--- src/rtl/instruction_buffer_if.sv ---
// Bundle of handshake signals around the instruction buffer.
//   Decode side  : if_valid, if_packet  -> buffer ; ib_ready <- buffer
//   Dispatch side: rob_dp_available, rs_available -> buffer ;
//                  dp_packet, dp_rob_available, dp_fire <- buffer
// The buffer connects through the slave modport. The decode/dispatch
// environment connects through the master modport.
interface instruction_buffer_if #(
  parameter int PKT_W = 32
);
  logic             if_valid;
  logic [PKT_W-1:0] if_packet;
  logic             ib_ready;
  logic [1:0]       rob_dp_available;
  logic             rs_available;
  logic [PKT_W-1:0] dp_packet;
  logic [1:0]       dp_rob_available;
  logic             dp_fire;

  modport master (
    output if_valid, if_packet, rob_dp_available, rs_available,
    input  ib_ready, dp_packet, dp_rob_available, dp_fire
  );

  modport slave (
    input  if_valid, if_packet, rob_dp_available, rs_available,
    output ib_ready, dp_packet, dp_rob_available, dp_fire
  );
endinterface

--- src/rtl/instruction_buffer.sv ---
// Circular FIFO of decoded instruction packets sitting between decode and
// dispatch. The oldest entry is presented show-ahead on dp_packet. It is
// dequeued only when both the ROB and the reservation stations have room.
// A squash empties the buffer in a single cycle.
// Ports:
//   clock, reset : rising-edge clock, asynchronous active-high reset
//   squash       : flush all entries (mispredict / exception)
//   bus          : decode and dispatch handshakes (slave modport)
//   ib_count     : current occupancy
//   full, empty  : occupancy flags
//   ovf_err      : sticky, decode presented a packet while not ready
module instruction_buffer #(
  parameter int IB_SZ = 8,
  parameter int CNT_W = $clog2(IB_SZ) + 1,
  parameter int PKT_W = 32
) (
  input  logic                 clock,
  input  logic                 reset,
  input  logic                 squash,
  instruction_buffer_if.slave  bus,
  output logic [CNT_W-1:0]     ib_count,
  output logic                 full,
  output logic                 empty,
  output logic                 ovf_err
);
  localparam int PTR_W = $clog2(IB_SZ);

  logic [PKT_W-1:0] mem [IB_SZ];
  logic [PTR_W-1:0] head;
  logic [PTR_W-1:0] tail;
  logic [CNT_W-1:0] count;
  logic             ovf;
  logic             enq;
  logic             fire;

  assign full  = (count == CNT_W'(IB_SZ));
  assign empty = (count == '0);

  // Readiness uses only the registered occupancy. A dequeue in the same
  // cycle does not open a slot, which keeps decode off the dispatch path.
  assign bus.ib_ready = !full && !squash;
  assign enq          = bus.if_valid && bus.ib_ready;

  assign fire = !empty && !squash && bus.rs_available &&
                (bus.rob_dp_available != 2'b00);

  assign bus.dp_fire          = fire;
  assign bus.dp_rob_available = {1'b0, fire};
  // The packet is forced to zero when empty, so its valid bit reads 0.
  assign bus.dp_packet        = empty ? '0 : mem[head];

  assign ib_count = count;
  assign ovf_err  = ovf;

  always_ff @(posedge clock or posedge reset) begin
    if (reset) begin
      head  <= '0;
      tail  <= '0;
      count <= '0;
      ovf   <= 1'b0;
      for (int i = 0; i < IB_SZ; i++) begin
        mem[i] <= '0;
      end
    end else begin
      if (bus.if_valid && !bus.ib_ready && !squash) begin
        ovf <= 1'b1;
      end
      if (squash) begin
        // Memory is left stale, because the pointers alone define the contents.
        head  <= '0;
        tail  <= '0;
        count <= '0;
      end else begin
        if (enq) begin
          mem[tail] <= bus.if_packet;
          tail      <= tail + PTR_W'(1);
        end
        if (fire) begin
          head <= head + PTR_W'(1);
        end
        case ({enq, fire})
          2'b10:   count <= count + CNT_W'(1);
          2'b01:   count <= count - CNT_W'(1);
          default: count <= count;
        endcase
      end
    end
  end
endmodule

--- src/flat_wrapper.sv ---
// flat-port wrapper written by rule: the top's interface ports become plain ports
module instruction_buffer_flat 
#(
  parameter int IB_SZ = 8,
  parameter int CNT_W = $clog2(IB_SZ) + 1,
  parameter int PKT_W = 32
)
  (clock, reset, squash, ib_count, full, empty, ovf_err, bus_if_valid, bus_if_packet, bus_rob_dp_available, bus_rs_available, bus_ib_ready, bus_dp_packet, bus_dp_rob_available, bus_dp_fire);
  instruction_buffer_if #(.PKT_W(PKT_W)) bus_i ();
  input  logic clock;
  input  logic reset;
  input  logic squash;
  output logic [CNT_W-1:0] ib_count;
  output logic full;
  output logic empty;
  output logic ovf_err;
  input wire logic [$bits(bus_i.if_valid)-1:0] bus_if_valid;
  input wire logic [$bits(bus_i.if_packet)-1:0] bus_if_packet;
  input wire logic [$bits(bus_i.rob_dp_available)-1:0] bus_rob_dp_available;
  input wire logic [$bits(bus_i.rs_available)-1:0] bus_rs_available;
  output wire logic [$bits(bus_i.ib_ready)-1:0] bus_ib_ready;
  output wire logic [$bits(bus_i.dp_packet)-1:0] bus_dp_packet;
  output wire logic [$bits(bus_i.dp_rob_available)-1:0] bus_dp_rob_available;
  output wire logic [$bits(bus_i.dp_fire)-1:0] bus_dp_fire;
  assign bus_i.if_valid = bus_if_valid;
  assign bus_i.if_packet = bus_if_packet;
  assign bus_i.rob_dp_available = bus_rob_dp_available;
  assign bus_i.rs_available = bus_rs_available;
  assign bus_ib_ready = bus_i.ib_ready;
  assign bus_dp_packet = bus_i.dp_packet;
  assign bus_dp_rob_available = bus_i.dp_rob_available;
  assign bus_dp_fire = bus_i.dp_fire;
  instruction_buffer #(.IB_SZ(IB_SZ), .CNT_W(CNT_W), .PKT_W(PKT_W)) u_core (.clock(clock), .reset(reset), .squash(squash), .bus(bus_i), .ib_count(ib_count), .full(full), .empty(empty), .ovf_err(ovf_err));
endmodule
--- config.mk ---
export PLATFORM = sky130hd
export DESIGN_NAME = instruction_buffer_flat
export DESIGN_NICKNAME = d
export VERILOG_FILES = /design/src/rtl/instruction_buffer_if.sv /design/src/rtl/instruction_buffer.sv /design/src/flat_wrapper.sv
export SDC_FILE = /design/constraint.sdc
export NUM_CORES = 1
export LEC_CHECK = 0
export ABC_AREA = 1
export CAP_MARGIN = 20
export CORE_MARGIN = 3
export CORE_UTILIZATION = 35
export CTS_BUF_LIST = sky130_fd_sc_hd__clkbuf_16
export DETAILED_ROUTE_END_ITERATION = 8
export DONT_BUFFER_PORTS = 1
export PLACE_DENSITY_LB_ADDON = 0.2
export SLEW_MARGIN = 10
export SYNTH_ARGS = -nofsm -noshare
export SYNTH_HDL_FRONTEND = slang
export SYNTH_SLANG_ARGS = --single-unit
--- constraint.sdc ---
create_clock -name clock -period 11.6 [get_ports clock]
set_input_delay 1.16 -clock clock [delete_from_list [all_inputs] [get_ports clock]]
set_output_delay 1.16 -clock clock [all_outputs]
set_load 0.005 [all_outputs]
==> flow_summary.yaml <==
outcome:
  outcome: "finished, final reports clean"
pwr:
  total_power_mw: 3.03
  p_per_area_mw_per_mm2: 227
  clkPwrFrac: 0.284
  share_comb_of_total_power: 0.263
  power_frac_seq: 0.452
  switching_share: 0.338
  p_switching_mw: 1.03
  peakVddDrop_mv: 0.149
  internal_power_mw: 2.01
  power_leakage_nw: 6.23
clock_network:
  htree_num_levels: 1
  cts_buffer_depth: 3
  cts_resized: 0
  tritoncts: "yes"
  cts-buffers-inserted: 29
  cts_sinks: 267
  hold_buffers: 0
  cts_root_buf: "clkbuf_16"
  clk_pin_slew_worst_paths_ps: 60
  post_cts_buffers: 0
  worstSkewPairLatency_ps: 550
timing:
  tightest_slew_ps: 1080
  setup_violations: 0
  hold_viol: 0
  fmax_ghz: 0.226
  slew_violations: 0
  fin_ws_ps: 7180
  finalClockSkew_ps: 17.1
  hold_slack_ps: 480
  tns_ps: 0
  period_minus_slack_ps: 4420
  rsz0062_at_grt: "false"
  fin_crit_sh: 0.381
  slew-limit-headroom: 0.278
floorplanning:
  rows: 68
  core_mm2: 0.0346
  start_util: 0.355
  die_area_mm2: 0.0375
  dieWidth_um: 194
  io_pins: 82
  dieHeight_um: 194
global_route:
  grt_util_all_layers: 0.164
  grtUsageMet1: 0.230
  top_usage_layer: "met2"
  grt_overflow: 0
  grt_pass1_wl_um: 51300
  first_global_vias: 9210
  grt_max_degree: 148
  antenna_found_initial: 0
  met3_usage: 0.0298
  met2_usage: 0.269
synthesis:
  synth_most_common_cell: "nand2_1"
  synth_ff_type: "dfrtp_1"
  synth_top_area_cell: "dfrtp_1"
  synthTopCellsByCount: "nand2_1 (280), dfrtp_1 (267), nor2_1 (260)"
  netlist_area_mm2: 0.0123
  synthArstFlopShare: 1.00
  yosysTopAreaCellShare: 0.543
  synth.area.top_cells: "dfrtp_1 (54%), nand2_1 (8.5%), nor2_1 (7.9%)"
  ys_ff_latch: 267
  syn_nets: 1472
  synth-edff-count: 0
  ys_seq_area_frac: 0.543
  ys_types: 31
  synthCells: 1429
  synth-warning-count: 0
  synth_area_per_cell_um2: 8.61
detailed_routing:
  via_per_inst: 5.10
  drcViolationCount: 0
  wl_per_cell_um: 16.7
  wl_um: 30900
  vias: 9408
  drt_iter0_markers: 706
  drt.antenna.violating_nets: 0
  drtPass1Iterations: 5
finish:
  drive_above_1_share: 0.0561
  syn_to_final_growth_pct: 8.65
  fin_nets: 1413
  design_area_mm2: 0.0134
  fin_util: 0.386
  antenna_cells: 0
  final_cells: 1845
placement:
  dp_hpwl_um: 17100
  portBuffers: 0
  place_area_mm2: 0.0124
  post-place-ws_ps: 7700
  globalplace.congestion: 0.742
  dp_cells: 1788
critical_path:
  setup.worst_path.end_class: "primary output"
  cp_common_cell: "nor2_1"
  setup.worst_path.start_class: "register"
  max_stage_delay_ps: 850
  crit_type: "reg2out"
  slowest_stage: "buf_4"
  r2r_start: "u_core.ib_count[3]$_DFFE_PP0P_"
  path_cells: "inv_4 -> buf_4 -> nor2_1 -> o32ai_1 -> nor2_1 -> nor2_1"
  crit_family: "buffers and inverters"
  rrSetupSlack_ps: 9480
  critPathMaxFanout: 88
  arrival_ps: 3260
  critPathBufInv: 2
  required_ps: 10440
  r2r_end: "u_core.mem[206]$_DFFE_PP0P_"
  reg2reg_depth: 9
flow_run:
  max_cap_violations: 0
hold_path:
  min_path_type: "reg2reg"
  min_to: "u_core.mem[34]$_DFFE_PP0P_"
  min_from: "u_core.mem[34]$_DFFE_PP0P_"
  min_delay_path_depth: 2
-- worst reg2reg max path, cell delays in order, from the launching register on --
cell      delay [ps]
dfrtp_1          430
inv_1            120
nor2_1            40
nand2_1          120
nand2_4          120
clkinv_8         130
nand4_4          350
buf_4            460
nand2_1          140
o21ai_1           70
-- cells by family after synthesis --
family | count (synthesis) | synth area share
AND/OR/NAND/NOR | 563 | 0.188
AO/OA/AOI/OAI | 427 | 0.194
flip-flops | 267 | 0.543
buffers and inverters | 165 | 0.0689
adder cells (fa/ha/maj) | 4 | 0.00407
XOR/XNOR | 2 | 0.00142
other | 1 | 0.000305
-- power by group through the flow --
stage	clock network [mW]	registers (mW)	logic, mW
after global placement	0	1.38	0.797
final	0.862	1.37	0.799
after floorplan	0	1.33	0.656
after detailed placement	0	1.38	0.814
after global routing	0.927	1.41	0.938
after CTS	0.887	1.37	0.815
-- final cells by class --
cell class                      instances  area, um2
Inverter                               60        248
Fill cell                            3560      21300
Sequential cell                       267       6690
Multi-Input combinational cell        997       4780
Clock inverter                         22        150
Timing Repair Buffer                   15        213
Clock buffer                           29        726
Tap cell                              455        569
-- sequential cells by signal, indices dropped and copies added (netlist names) --
register / count
u_core.ib_count: 4
u_core.mem: 256
u_core.ovf_err: 1
u_core.head: 3
u_core.tail: 3
-- placed cells by master, fill, tap and decap left out, types with 2 or more instances in the layout --
master       n
bufinv_16    2
nand2_4      2
nand3_1      6
dfrtp_4      2
buf_4        7
o32ai_1     64
o21ai_0    173
clkbuf_16   29
nand2_1    280
nor2_4       2
a21oi_1      2
nor2_1     260
clkinv_2     4
dfrtp_1    265
clkinv_1     6
nand4_4      8
ha_1         4
nand2_2      2
inv_2        4
inv_1       61
xnor2_1      2
buf_12       8
o21ai_1    184
-- worst max path at each step --
stage | startpoint | to | cells past startpoint
after floorplan | reset | u_core.head[0]$_DFFE_PP0P_ | 1
after global placement | u_core.head[0]$_DFFE_PP0P_ | bus_dp_packet[5] | 6
after detailed placement | u_core.head[0]$_DFFE_PP0P_ | bus_dp_packet[5] | 6
after CTS | u_core.head[0]$_DFFE_PP0P_ | bus_dp_packet[5] | 6
after global routing | u_core.head[0]$_DFFE_PP0P_ | bus_dp_packet[5] | 6
final | u_core.head[0]$_DFFE_PP0P_ | bus_dp_packet[5] | 6
-- metal layers --
metal	share of wire	up-vias
met5	0	-
met4	0.020	0
met3	0.043	47
met2	0.45	169
met1	0.48	4530
li1	-	4662
Note: power is estimated with default switching activity, not from simulation.
